===== config.mk =====
export PLATFORM = sky130hd
export DESIGN_NAME = rf_wb_arbiter
export DESIGN_NICKNAME = d
export VERILOG_FILES = /design/src/rtl/rf_pkg.sv /design/src/rtl/rr_arb2.sv /design/src/rtl/rf_wb_arbiter.sv
export SDC_FILE = /design/constraint.sdc
export NUM_CORES = 1
export LEC_CHECK = 0
export ABC_AREA = 0
export CORE_MARGIN = 1
export CORE_UTILIZATION = 39
export DETAILED_ROUTE_END_ITERATION = 7
export HOLD_SLACK_MARGIN = 0.1
export PLACE_DENSITY = 0.88
export SETUP_SLACK_MARGIN = 0.3
export SYNTH_ARGS = -nofsm -noshare
export SYNTH_HDL_FRONTEND = slang
export SYNTH_SLANG_ARGS = --single-unit

===== constraint.sdc =====
create_clock -name clk -period 2.6 [get_ports clk]
set_clock_uncertainty 0.15 [all_clocks]
set_input_delay 0.26 -clock clk [delete_from_list [all_inputs] [get_ports clk]]
set_output_delay 0.26 -clock clk [all_outputs]
set_load 0.01 [all_outputs]

===== src/rtl/rf_pkg.sv =====
// rf_pkg: shared write-back/register-file widths and partition codes.
package rf_pkg;
    localparam int RF_DATA_W = 64;
    localparam int RF_ADDR_W = 6;
    localparam int RF_PPP_W  = 3;
    localparam int RF_CNT_W  = 16;
    localparam logic [RF_PPP_W-1:0] PPP_FULL = 3'd0;
    localparam logic [RF_PPP_W-1:0] PPP_LO   = 3'd1;
    localparam logic [RF_PPP_W-1:0] PPP_HI   = 3'd2;
    localparam logic [RF_PPP_W-1:0] PPP_B0   = 3'd3;
    localparam logic [RF_PPP_W-1:0] PPP_B1   = 3'd4;
    localparam logic [RF_PPP_W-1:0] PPP_B2   = 3'd5;
    localparam logic [RF_PPP_W-1:0] PPP_B3   = 3'd6;
    localparam logic [RF_PPP_W-1:0] PPP_NONE = 3'd7;
endpackage


===== src/rtl/rr_arb2.sv =====
// rr_arb2: two-way round-robin arbiter; the pointer flips to the other side after each grant.
module rr_arb2 (
    input  logic       clk,
    input  logic       rst,
    input  logic [1:0] req,
    output logic [1:0] gnt
);
    logic prio_d, prio_q;
    always_comb begin
        gnt    = (req == 2'b11) ? (prio_q ? 2'b10 : 2'b01) : req;
        prio_d = gnt[0] ? 1'b1 : gnt[1] ? 1'b0 : prio_q;
    end
    always_ff @(posedge clk) begin
        if (!rst) prio_q <= 1'b0;
        else      prio_q <= prio_d;
    end
endmodule


===== src/rtl/rf_wb_arbiter.sv =====
// rf_wb_arbiter: arbitrates two write-back requesters onto one registered reg_file write port.
module rf_wb_arbiter
    import rf_pkg::*;
#(
    parameter int DATA_W = RF_DATA_W,
    parameter int ADDR_W = RF_ADDR_W,
    parameter int PPP_W  = RF_PPP_W,
    parameter int CNT_W  = RF_CNT_W
) (
    input  logic              clk,
    input  logic              rst,
    input  logic              req0_valid,
    input  logic [ADDR_W-1:0] req0_addr,
    input  logic [DATA_W-1:0] req0_data,
    input  logic [PPP_W-1:0]  req0_ppp,
    output logic              req0_ready,
    input  logic              req1_valid,
    input  logic [ADDR_W-1:0] req1_addr,
    input  logic [DATA_W-1:0] req1_data,
    input  logic [PPP_W-1:0]  req1_ppp,
    output logic              req1_ready,
    input  logic              wb_hold,
    output logic              wr_en,
    output logic [ADDR_W-1:0] in_addr,
    output logic [DATA_W-1:0] in_data,
    output logic [PPP_W-1:0]  ppp,
    input  logic [ADDR_W-1:0] addr_r1,
    input  logic [ADDR_W-1:0] addr_r2,
    output logic              hazard_r1,
    output logic              hazard_r2,
    output logic [CNT_W-1:0]  gnt_cnt0,
    output logic [CNT_W-1:0]  gnt_cnt1
);
    logic [1:0]        req, gnt;
    logic              wr_en_d, wr_en_q;
    logic [ADDR_W-1:0] in_addr_d, in_addr_q;
    logic [DATA_W-1:0] in_data_d, in_data_q;
    logic [PPP_W-1:0]  ppp_d, ppp_q;
    logic [CNT_W-1:0]  gnt_cnt0_d, gnt_cnt0_q, gnt_cnt1_d, gnt_cnt1_q;
    // Requests never reach the arbiter during reset or hold, so no grant can move prio then.
    assign req = {req1_valid, req0_valid} & {2{rst & ~wb_hold}};
    rr_arb2 u_arb (
        .clk (clk),
        .rst (rst),
        .req (req),
        .gnt (gnt)
    );
    always_comb begin
        wr_en_d    = |gnt;
        in_addr_d  = gnt[1] ? req1_addr : gnt[0] ? req0_addr : in_addr_q;
        in_data_d  = gnt[1] ? req1_data : gnt[0] ? req0_data : in_data_q;
        ppp_d      = gnt[1] ? req1_ppp  : gnt[0] ? req0_ppp  : ppp_q;
        gnt_cnt0_d = (gnt[0] && gnt_cnt0_q != '1) ? gnt_cnt0_q + 1'b1 : gnt_cnt0_q;
        gnt_cnt1_d = (gnt[1] && gnt_cnt1_q != '1) ? gnt_cnt1_q + 1'b1 : gnt_cnt1_q;
    end
    always_ff @(posedge clk) begin
        if (!rst) begin
            wr_en_q    <= 1'b0;
            in_addr_q  <= '0;
            in_data_q  <= '0;
            ppp_q      <= '0;
            gnt_cnt0_q <= '0;
            gnt_cnt1_q <= '0;
        end else begin
            wr_en_q    <= wr_en_d;
            in_addr_q  <= in_addr_d;
            in_data_q  <= in_data_d;
            ppp_q      <= ppp_d;
            gnt_cnt0_q <= gnt_cnt0_d;
            gnt_cnt1_q <= gnt_cnt1_d;
        end
    end
    assign req0_ready = gnt[0];
    assign req1_ready = gnt[1];
    assign wr_en      = wr_en_q;
    assign in_addr    = in_addr_q;
    assign in_data    = in_data_q;
    assign ppp        = ppp_q;
    assign gnt_cnt0   = gnt_cnt0_q;
    assign gnt_cnt1   = gnt_cnt1_q;
    assign hazard_r1  = rst & wr_en_q & (addr_r1 == in_addr_q);
    assign hazard_r2  = rst & wr_en_q & (addr_r2 == in_addr_q);
endmodule


==> qor.json, run 1 <==
{
  "leakage": {"value": 3.354, "unit": "nW"},
  "syn-cell-area": {"value": 5041, "unit": "sq um"},
  "worst_hold_path_startpoint": {"value": "req0_valid"},
  "dieArea": {"value": 13380, "unit": "sq um"},
  "finalSetupViolCount": {"value": 0},
  "post_drt_wl_per_cell": {"value": 15.23, "unit": "microns"},
  "post_cts_resized": {"value": 3},
  "synth-async-reset-ratio": {"value": 0, "unit": "%"},
  "cp-start-kind": {"value": "input pin"},
  "multi_input_area": {"value": 2744, "unit": "sq um"},
  "crit_path_max_fo": {"value": 4},
  "synth.net_count": {"value": 732},
  "final_critical_path_setup_slack": {"value": 0.3905, "unit": "ns"},
  "detailedPlace.worstSlack": {"value": 0.03524, "unit": "ns"},
  "min-delay-path-class": {"value": "in2reg"},
  "finalHoldViolCount": {"value": 0},
  "finish.net_count": {"value": 988},
  "clock_network_latency_to_the_later_pin_of_the_worst_skew_pair": {"value": 0.35, "unit": "ns"},
  "timing_worst_slew_pin_value": {"value": 0.5705, "unit": "ns"},
  "placed_area": {"value": 7951, "unit": "sq um"},
  "cts.repair_timing.setup_buffer_count": {"value": 0},
  "worst_hold_path.num_cells": {"value": 3},
  "insertedDiodeCount": {"value": 0},
  "worst-endpoint-required": {"value": 2.19, "unit": "ns"},
  "worst_ep_arrival_time": {"value": 1.80, "unit": "ns"},
  "criticalPathCategory": {"value": "in2out"},
  "min_period": {"value": 2.209, "unit": "ns"},
  "grt_antenna_before_repair": {"value": 0},
  "dieHeight": {"value": 115.7, "unit": "microns"},
  "core_area": {"value": 12620, "unit": "sq um"},
  "routabilityCongestion": {"value": 0.8933},
  "post-route-cell-area": {"value": 8267, "unit": "sq um"},
  "register_clock_pin_slew_on_the_reported_worst_setup_and_hold_paths": {"value": 0.07, "unit": "ns"},
  "fin_setup_tns": {"value": 0, "unit": "ns"},
  "final_cell_count_no_fill": {"value": 1000},
  "start_util": {"value": 39.95, "unit": "%"},
  "track_usage": {"value": 21.99, "unit": "%"},
  "top_level_ports": {"value": 273},
  "buffer_ports.inserted": {"value": 272},
  "ys.flop_type": {"value": "sky130_fd_sc_hd__dfxtp_1"},
  "reg2reg_from": {"value": "gnt_cnt0[0]"},
  "total_grt_overflow": {"value": 0},
  "timing.max_slew.rel_slack": {"value": 61.62, "unit": "%"},
  "detailedRoute.firstIterationViolations": {"value": 243},
  "synthesis.yosys.warnings": {"value": 0},
  "layout.cells.most_common_list": {"value": "sky130_fd_sc_hd__clkdlybuf4s50_1, sky130_fd_sc_hd__dfxtp_1, sky130_fd_sc_hd__mux2i_1, sky130_fd_sc_hd__nand3_1, sky130_fd_sc_hd__o21ai_0"},
  "setup.reg_to_reg.worst_slack": {"value": 0.54, "unit": "ns"},
  "reg2reg_to": {"value": "gnt_cnt0[10]"},
  "drive_gt1_share": {"value": 4.710, "unit": "%"},
  "worstSetupEndpointType": {"value": "output pin"},
  "finalMaxSlewViolations": {"value": 0},
  "drt.antenna.violating_nets": {"value": 0},
  "pwr_density_cell": {"value": 477.4, "unit": "nW/um^2"},
  "synthDistinctLibCells": {"value": 45},
  "tritoncts": {"value": "built"},
  "vdd_ir_drop_max": {"value": 300.1, "unit": "uV"},
  "synthesis.area_per_instance": {"value": 8.891, "unit": "sq um"},
  "crit_start": {"value": "wb_hold"},
  "sequential_area_share_after_synthesis": {"value": 42.49, "unit": "%"},
  "hold_path_end": {"value": "u_arb.prio_q"},
  "rsz_0062_raised_after_global_routing": {"value": "yes"},
  "final-seq-area": {"value": 2142, "unit": "sq um"},
  "detailed_routing_iteration_count_for_the_pre_antenna_repair_pass": {"value": 4},
  "std_cell_rows": {"value": 41},
  "cts_max_level": {"value": 3},
  "synth_edf_count": {"value": 0},
  "grt_pass1_wl": {"value": 23040, "unit": "microns"},
  "syn-instance-count": {"value": 567},
  "fillerInstances": {"value": 1097},
  "synth.ff_latch_count": {"value": 107},
  "detail_route.drc_violations": {"value": 0},
  "via_density": {"value": 5.188},
  "cts_root_buffer": {"value": "sky130_fd_sc_hd__clkbuf_16"},
  "cts_inserted_buffers": {"value": 9},
  "most_frequent_standard_cell_in_the_layout_excluding_fill_and_tap_cells": {"value": "sky130_fd_sc_hd__clkdlybuf4s50_1"},
  "placed_cells_incl_taps": {"value": 984},
  "totalWireLength": {"value": 15230, "unit": "microns"},
  "status": {"value": "finished, final reports clean"},
  "via_count_of_the_first_global_routing_pass": {"value": 4761},
  "dpl.hpwl": {"value": 11430, "unit": "microns"},
  "fmaxAchievable": {"value": 0.4526, "unit": "GHz"},
  "power": {"value": 3.946, "unit": "mW"},
  "post_cts_hold_buffer_count": {"value": 0},
  "cts.sinks": {"value": 107},
  "synthToLayoutAreaGrowth": {"value": 63.99, "unit": "%"},
  "worst-r2r-cell-count": {"value": 5},
  "num_vias": {"value": 5188},
  "cap_viol_max_count": {"value": 0},
  "cts.path.max_buffers": {"value": 2},
  "floorplan.die.width": {"value": 115.7, "unit": "microns"},
  "fin_crit_sh": {"value": 84.98, "unit": "%"},
  "grt_max_degree": {"value": 69}
}
==> final cells by class <==
type                       count  share of cell area (%)
tap                          172                   2.603
clock buffer                  11                   2.815
timing repair buffer         283                   34.13
clock inverter                 5                  0.9384
sequential                   107                   25.91
multi-input combinational    413                   33.19
inverter                       9                  0.4087
==> Yosys cell counts (8+ instances only) <==
cell type / count / area, sq um
sky130_fd_sc_hd__inv_1: 8 / 30.03
sky130_fd_sc_hd__nor4_1: 8 / 50.05
sky130_fd_sc_hd__nand3_1: 73 / 365.4
sky130_fd_sc_hd__or4_1: 10 / 75.07
sky130_fd_sc_hd__dfxtp_1: 107 / 2142
sky130_fd_sc_hd__a21oi_1: 14 / 70.07
sky130_fd_sc_hd__a311oi_1: 10 / 87.58
sky130_fd_sc_hd__nand4_1: 14 / 87.58
sky130_fd_sc_hd__clkbuf_1: 26 / 97.59
sky130_fd_sc_hd__nand2_1: 51 / 191.4
sky130_fd_sc_hd__buf_2: 9 / 45.04
sky130_fd_sc_hd__xor2_1: 12 / 105.1
sky130_fd_sc_hd__nor2_1: 10 / 37.54
sky130_fd_sc_hd__mux2i_1: 80 / 800.8
sky130_fd_sc_hd__o21ai_0: 66 / 330.3
==> power breakdown <==
group / leakage [nW] / internal, mW / switching (mW) / total (mW)
Combinational: 2.33 / 0.449 / 0.270 / 0.719
Sequential: 0.876 / 1.73 / 0.0510 / 1.78
Clock: 0.150 / 0.842 / 0.609 / 1.45
==> how the worst max path moves through the flow <==
| stage | slack [ns] | endpoint | cells after the start |
|---|---|---|---|
| after floorplan | 0.68 | gnt_cnt0[3] | 5 |
| after global placement | 0.13 | hazard_r2 | 5 |
| after detailed placement | 0.04 | hazard_r1 | 5 |
| after CTS | 0.27 | hazard_r1 | 4 |
| after global routing | 0.30 | req1_ready | 5 |
| final | 0.39 | req1_ready | 5 |
==> critical path, cell delays in order <==
cell and delay, ns:
sky130_fd_sc_hd__clkdlybuf4s50_1 0.48, sky130_fd_sc_hd__nor2b_2 0.27, sky130_fd_sc_hd__nand3_4 0.13, sky130_fd_sc_hd__inv_1 0.10
sky130_fd_sc_hd__clkdlybuf4s50_1 0.55
==> registers in the layout (all words and copies together), names as in the netlist <==
name          count
u_arb.prio_q      1
gnt_cnt0         16
gnt_cnt1         16
in_addr           6
ppp               3
wr_en             1
in_data          64
==> stage by stage <==
| stage | utilization (%) | hold WS, ns |
|---|---|---|
| floorplan | - | 0.2296 |
| finish | 65.51 | 0.2239 |
| detailed placement | 63.01 | 0.3105 |
| CTS | 65.47 | 0.3123 |
| global placement | 63.01 | 0.3023 |
| global route | 65.51 | 0.2474 |
==> kinds of logic after synthesis <==
logic type	share of synthesized area, %
AND/OR/NAND/NOR	21.20
XOR/XNOR	2.085
adder cells (fa/ha/maj)	0.4963
multiplexers	15.88
buffers and inverters	3.723
AO/OA/AOI/OAI	14.12
flip-flops	42.49
==> routing by layer <==
layer	up-vias	GRT usage (%)	routed length [microns]
met5	-	0	0
met4	0	10.09	412
met3	28	6.224	1186
met2	199	37.88	7394
met1	2341	25.31	6237
li1	2620	-	-
(Power assumes the default switching activity.)
==> run 2, diff against run 1 <==
--- a/config.mk
+++ b/config.mk
@@ -7,10 +7,10 @@
 export LEC_CHECK = 0
 export ABC_AREA = 0
 export CORE_MARGIN = 1
-export CORE_UTILIZATION = 39
+export CORE_UTILIZATION = 36
 export DETAILED_ROUTE_END_ITERATION = 7
 export HOLD_SLACK_MARGIN = 0.1
-export PLACE_DENSITY = 0.88
+export PLACE_DENSITY = 0.86
 export SETUP_SLACK_MARGIN = 0.3
 export SYNTH_ARGS = -nofsm -noshare
 export SYNTH_HDL_FRONTEND = slang
==> constraint.sdc (replaced) <==
create_clock -name clk -period 1.9 [get_ports clk]
set_clock_uncertainty 0.15 [all_clocks]
set_input_delay 0.19 -clock clk [delete_from_list [all_inputs] [get_ports clk]]
set_output_delay 0.19 -clock clk [all_outputs]
set_load 0.01 [all_outputs]
==> run 2 against run 1 <==
Effect of this change:
- the run now ends with negative setup slack left
- die area up 8.2%
- hold slack worse by 0.058 ns
- sequential share of layout area down 3.6 points
- final area up 20%
- sequential cell count unchanged
- cell count up 9.5%
- register-to-register slack worse by 0.47 ns
- sequential power up 36%
- clock power up 28%
- non-clock buffer count up 90
- via count up 16%
- critical path depth down 1
- largest cell class unchanged
==> qor.json, run 2 (synthesis results as in run 1) <==
{
  "cts_max_level": {"value": 3, "change": "unchanged"},
  "detailed_routing_iteration_count_for_the_pre_antenna_repair_pass": {"value": 5, "change": "was 4"},
  "placed_cells_incl_taps": {"value": 1027, "change": "was 984"},
  "drt.antenna.violating_nets": {"value": 0, "change": "unchanged"},
  "via_density": {"value": 5.489, "change": "was 5.188"},
  "finalHoldViolCount": {"value": 0, "change": "unchanged"},
  "core_area": {"value": 13450, "unit": "sq um", "change": "was 12,620 sq um"},
  "cts_inserted_buffers": {"value": 9, "change": "unchanged"},
  "placed_area": {"value": 8382, "unit": "sq um", "change": "was 7951 sq um"},
  "cts.sinks": {"value": 107, "change": "unchanged"},
  "criticalPathCategory": {"value": "reg2out", "change": "was in2out"},
  "vdd_ir_drop_max": {"value": 456.4, "unit": "uV", "change": "was 300.1 uV"},
  "final-seq-area": {"value": 2215, "unit": "sq um", "change": "was 2142 sq um"},
  "tritoncts": {"value": "built", "change": "unchanged"},
  "post-route-cell-area": {"value": 9905, "unit": "sq um", "change": "was 8267 sq um"},
  "top_level_ports": {"value": 273, "change": "unchanged"},
  "cp-start-kind": {"value": "flip-flop", "change": "was input pin"},
  "failed_checks": {"value": "negative setup slack"},
  "finalMaxSlewViolations": {"value": 0, "change": "unchanged"},
  "post_cts_hold_buffer_count": {"value": 0, "change": "unchanged"},
  "drive_gt1_share": {"value": 26.36, "unit": "%", "change": "was 4.710%"},
  "cap_viol_max_count": {"value": 0, "change": "unchanged"},
  "buffer_ports.inserted": {"value": 272, "change": "unchanged"},
  "via_count_of_the_first_global_routing_pass": {"value": 5613, "change": "was 4,761"},
  "synthToLayoutAreaGrowth": {"value": 96.48, "unit": "%", "change": "was 63.99%"},
  "clock_network_latency_to_the_later_pin_of_the_worst_skew_pair": {"value": 0.35, "unit": "ns", "change": "about the same"},
  "finalSetupViolCount": {"value": 2, "change": "was 0"},
  "fin_crit_sh": {"value": 105.5, "unit": "%"},
  "timing.max_slew.rel_slack": {"value": 69.04, "unit": "%", "change": "was 61.62%"},
  "largest_register_ffs": {"value": 64, "change": "unchanged"},
  "timing_worst_slew_pin_value": {"value": 0.4645, "unit": "ns", "change": "was 0.5705 ns"},
  "setup.reg_to_reg.worst_slack": {"value": 0.07, "unit": "ns", "change": "was 0.54 ns"},
  "total_grt_overflow": {"value": 0, "change": "unchanged"},
  "detail_route.drc_violations": {"value": 0, "change": "unchanged"},
  "worstPathCellList": {"value": "xor2_1 > or4_4 > nor4_4 > buf_2", "change": "was clkdlybuf4s50_1 > nor2b_2 > nand3_4 > inv_1 > clkdlybuf4s50_1"},
  "crit_path_max_fo": {"value": 2, "change": "was 4"},
  "std_cell_rows": {"value": 42, "change": "was 41"},
  "final_cell_count_no_fill": {"value": 1095, "change": "was 1,000"},
  "fillerInstances": {"value": 950, "change": "was 1,097"},
  "leakage": {"value": 4.951, "unit": "nW", "change": "was 3.354 nW"},
  "grt_max_degree": {"value": 53, "change": "was 69"},
  "finish.net_count": {"value": 1078, "change": "was 988"},
  "multi_input_area": {"value": 3227, "unit": "sq um", "change": "was 2744 sq um"},
  "detailedPlace.worstSlack": {"value": -0.4729, "unit": "ns", "change": "was 0.03524 ns"},
  "most_frequent_standard_cell_in_the_layout_excluding_fill_and_tap_cells": {"value": "sky130_fd_sc_hd__clkdlybuf4s50_1", "change": "unchanged"},
  "power": {"value": 5.457, "unit": "mW", "change": "was 3.946 mW"},
  "grt_antenna_before_repair": {"value": 1, "change": "was 0"},
  "post-route-util": {"value": 73.62, "unit": "%", "change": "was 65.51%"},
  "cts_root_buffer": {"value": "sky130_fd_sc_hd__clkbuf_16", "change": "unchanged"},
  "delay_of_the_slowest_cell_on_the_worst_path": {"value": 0.54, "unit": "ns", "change": "was 0.55 ns"},
  "floorplan.die.width": {"value": 120.3, "unit": "microns", "change": "was 115.7 microns"},
  "num_vias": {"value": 6010, "change": "was 5,188"},
  "track_usage": {"value": 23.86, "unit": "%", "change": "was 21.99%"},
  "register_clock_pin_slew_on_the_reported_worst_setup_and_hold_paths": {"value": 0.07, "unit": "ns", "change": "about the same"},
  "dieArea": {"value": 14480, "unit": "sq um", "change": "was 13,380 sq um"},
  "routabilityCongestion": {"value": 0.8509, "change": "was 0.8933"},
  "layout.cells.most_common_list": {"value": "sky130_fd_sc_hd__clkdlybuf4s50_1, sky130_fd_sc_hd__dfxtp_1, sky130_fd_sc_hd__nand3_1, sky130_fd_sc_hd__mux2i_1, sky130_fd_sc_hd__buf_4", "change": "was sky130_fd_sc_hd__clkdlybuf4s50_1, sky130_fd_sc_hd__dfxtp_1, sky130_fd_sc_hd__mux2i_1, sky130_fd_sc_hd__nand3_1, sky130_fd_sc_hd__o21ai_0"},
  "post_drt_wl_per_cell": {"value": 18.88, "unit": "microns", "change": "was 15.23 microns"},
  "rsz_0062_raised_after_global_routing": {"value": "yes", "change": "unchanged"},
  "worst-endpoint-required": {"value": 1.56, "unit": "ns", "change": "was 2.19 ns"},
  "crit_slowest_cell": {"value": "sky130_fd_sc_hd__or4_4", "change": "was sky130_fd_sc_hd__clkdlybuf4s50_1"},
  "status": {"value": "finished, violations left", "change": "was finished, final reports clean"},
  "min_period": {"value": 2.004, "unit": "ns"},
  "worst_ep_arrival_time": {"value": 1.66, "unit": "ns", "change": "was 1.80 ns"},
  "fmaxAchievable": {"value": 0.4989, "unit": "GHz"},
  "totalWireLength": {"value": 20680, "unit": "microns", "change": "was 15,230 microns"},
  "start_util": {"value": 37.47, "unit": "%", "change": "was 39.95%"},
  "dpl.hpwl": {"value": 12690, "unit": "microns", "change": "was 11,430 microns"},
  "detailedRoute.firstIterationViolations": {"value": 339, "change": "was 243"},
  "worstSetupEndpointType": {"value": "output pin", "change": "unchanged"},
  "pwr_density_cell": {"value": 551.0, "unit": "nW/um^2", "change": "was 477.4 nW/um^2"},
  "cts.path.max_buffers": {"value": 2, "change": "unchanged"},
  "dieHeight": {"value": 120.3, "unit": "microns", "change": "was 115.7 microns"},
  "final_critical_path_setup_slack": {"value": -0.1045, "unit": "ns", "change": "was 0.3905 ns"},
  "grt_pass1_wl": {"value": 27460, "unit": "microns", "change": "was 23,040 microns"},
  "min-delay-path-class": {"value": "in2reg", "change": "unchanged"}
}
==> run 2: power breakdown <==
part / total, mW / leakage [nW] / internal [mW] / switching [mW]
registers: 2.42 / 0.896 / 2.35 / 0.0680
logic: 1.19 / 3.91 / 0.722 / 0.465
clock network: 1.85 / 0.148 / 0.969 / 0.884
total: 5.46 / 4.95 / 4.04 / 1.42
==> run 2: cell type report <==
class / count / area share, %
Multi-Input combinational cell: 413 / 32.58
Clock buffer: 10 / 2.527
Tap cell: 176 / 2.223
Sequential cell: 107 / 22.36
Antenna cell: 1 / 0.02527
Timing Repair Buffer: 373 / 39.54
Clock inverter: 6 / 0.3790
Inverter: 9 / 0.3663
==> run 2: metrics by stage <==
| step | setup TNS (ns) | hold slack (ns) |
|---|---|---|
| after floorplan | 0 | 0.1596 |
| after global placement | -9.444 | 0.3026 |
| after detailed placement | -13.69 | 0.3131 |
| after CTS | -0.2015 | 0.1500 |
| after global routing | -0.2735 | 0.1822 |
| final | -0.1732 | 0.1655 |
==> run 2: path summary, 6_finish.rpt <==
path | from | to | cells after the start
setup / recovery | in_addr[1] | hazard_r1 | 4
hold / removal | wb_hold | u_arb.prio_q | 3
setup reg to reg | gnt_cnt0[0] | gnt_cnt0[3] | 6
hold reg to reg | in_data[29] | in_data[29] | 2
==> run 2: timing repair <==
| action | 4_1_cts | 5_1_grt |
|---|---|---|
| cloned | 1 | 11 |
| resized for setup | 128 | 195 |
| pin swaps | 39 | 68 |
| endpoints found under the setup margin | 150 | 125 |
| setup buffers | 24 | 15 |
==> run 2: worst max-delay path: cells and delay by family, from the launching register on <==
kind | cells | cell delay [ns]
buffers and inverters | 1 | 0.17
XOR/XNOR | 1 | 0.15
AND/OR/NAND/NOR | 2 | 0.67
flip-flops | 1 | 0.33
==> run 2: per-layer routing <==
| metal | global-route usage (%) | vias to the layer above | part of all wire [%] | wire, microns |
|---|---|---|---|---|
| met5 | 0 | - | 0 | 0 |
| met2 | 43.53 | 284 | 51 | 10560 |
| li1 | - | 2809 | - | - |
| met3 | 6.226 | 52 | 7.4 | 1522 |
| met1 | 25.64 | 2865 | 39 | 8011 |
| met4 | 10.80 | 0 | 2.8 | 586 |
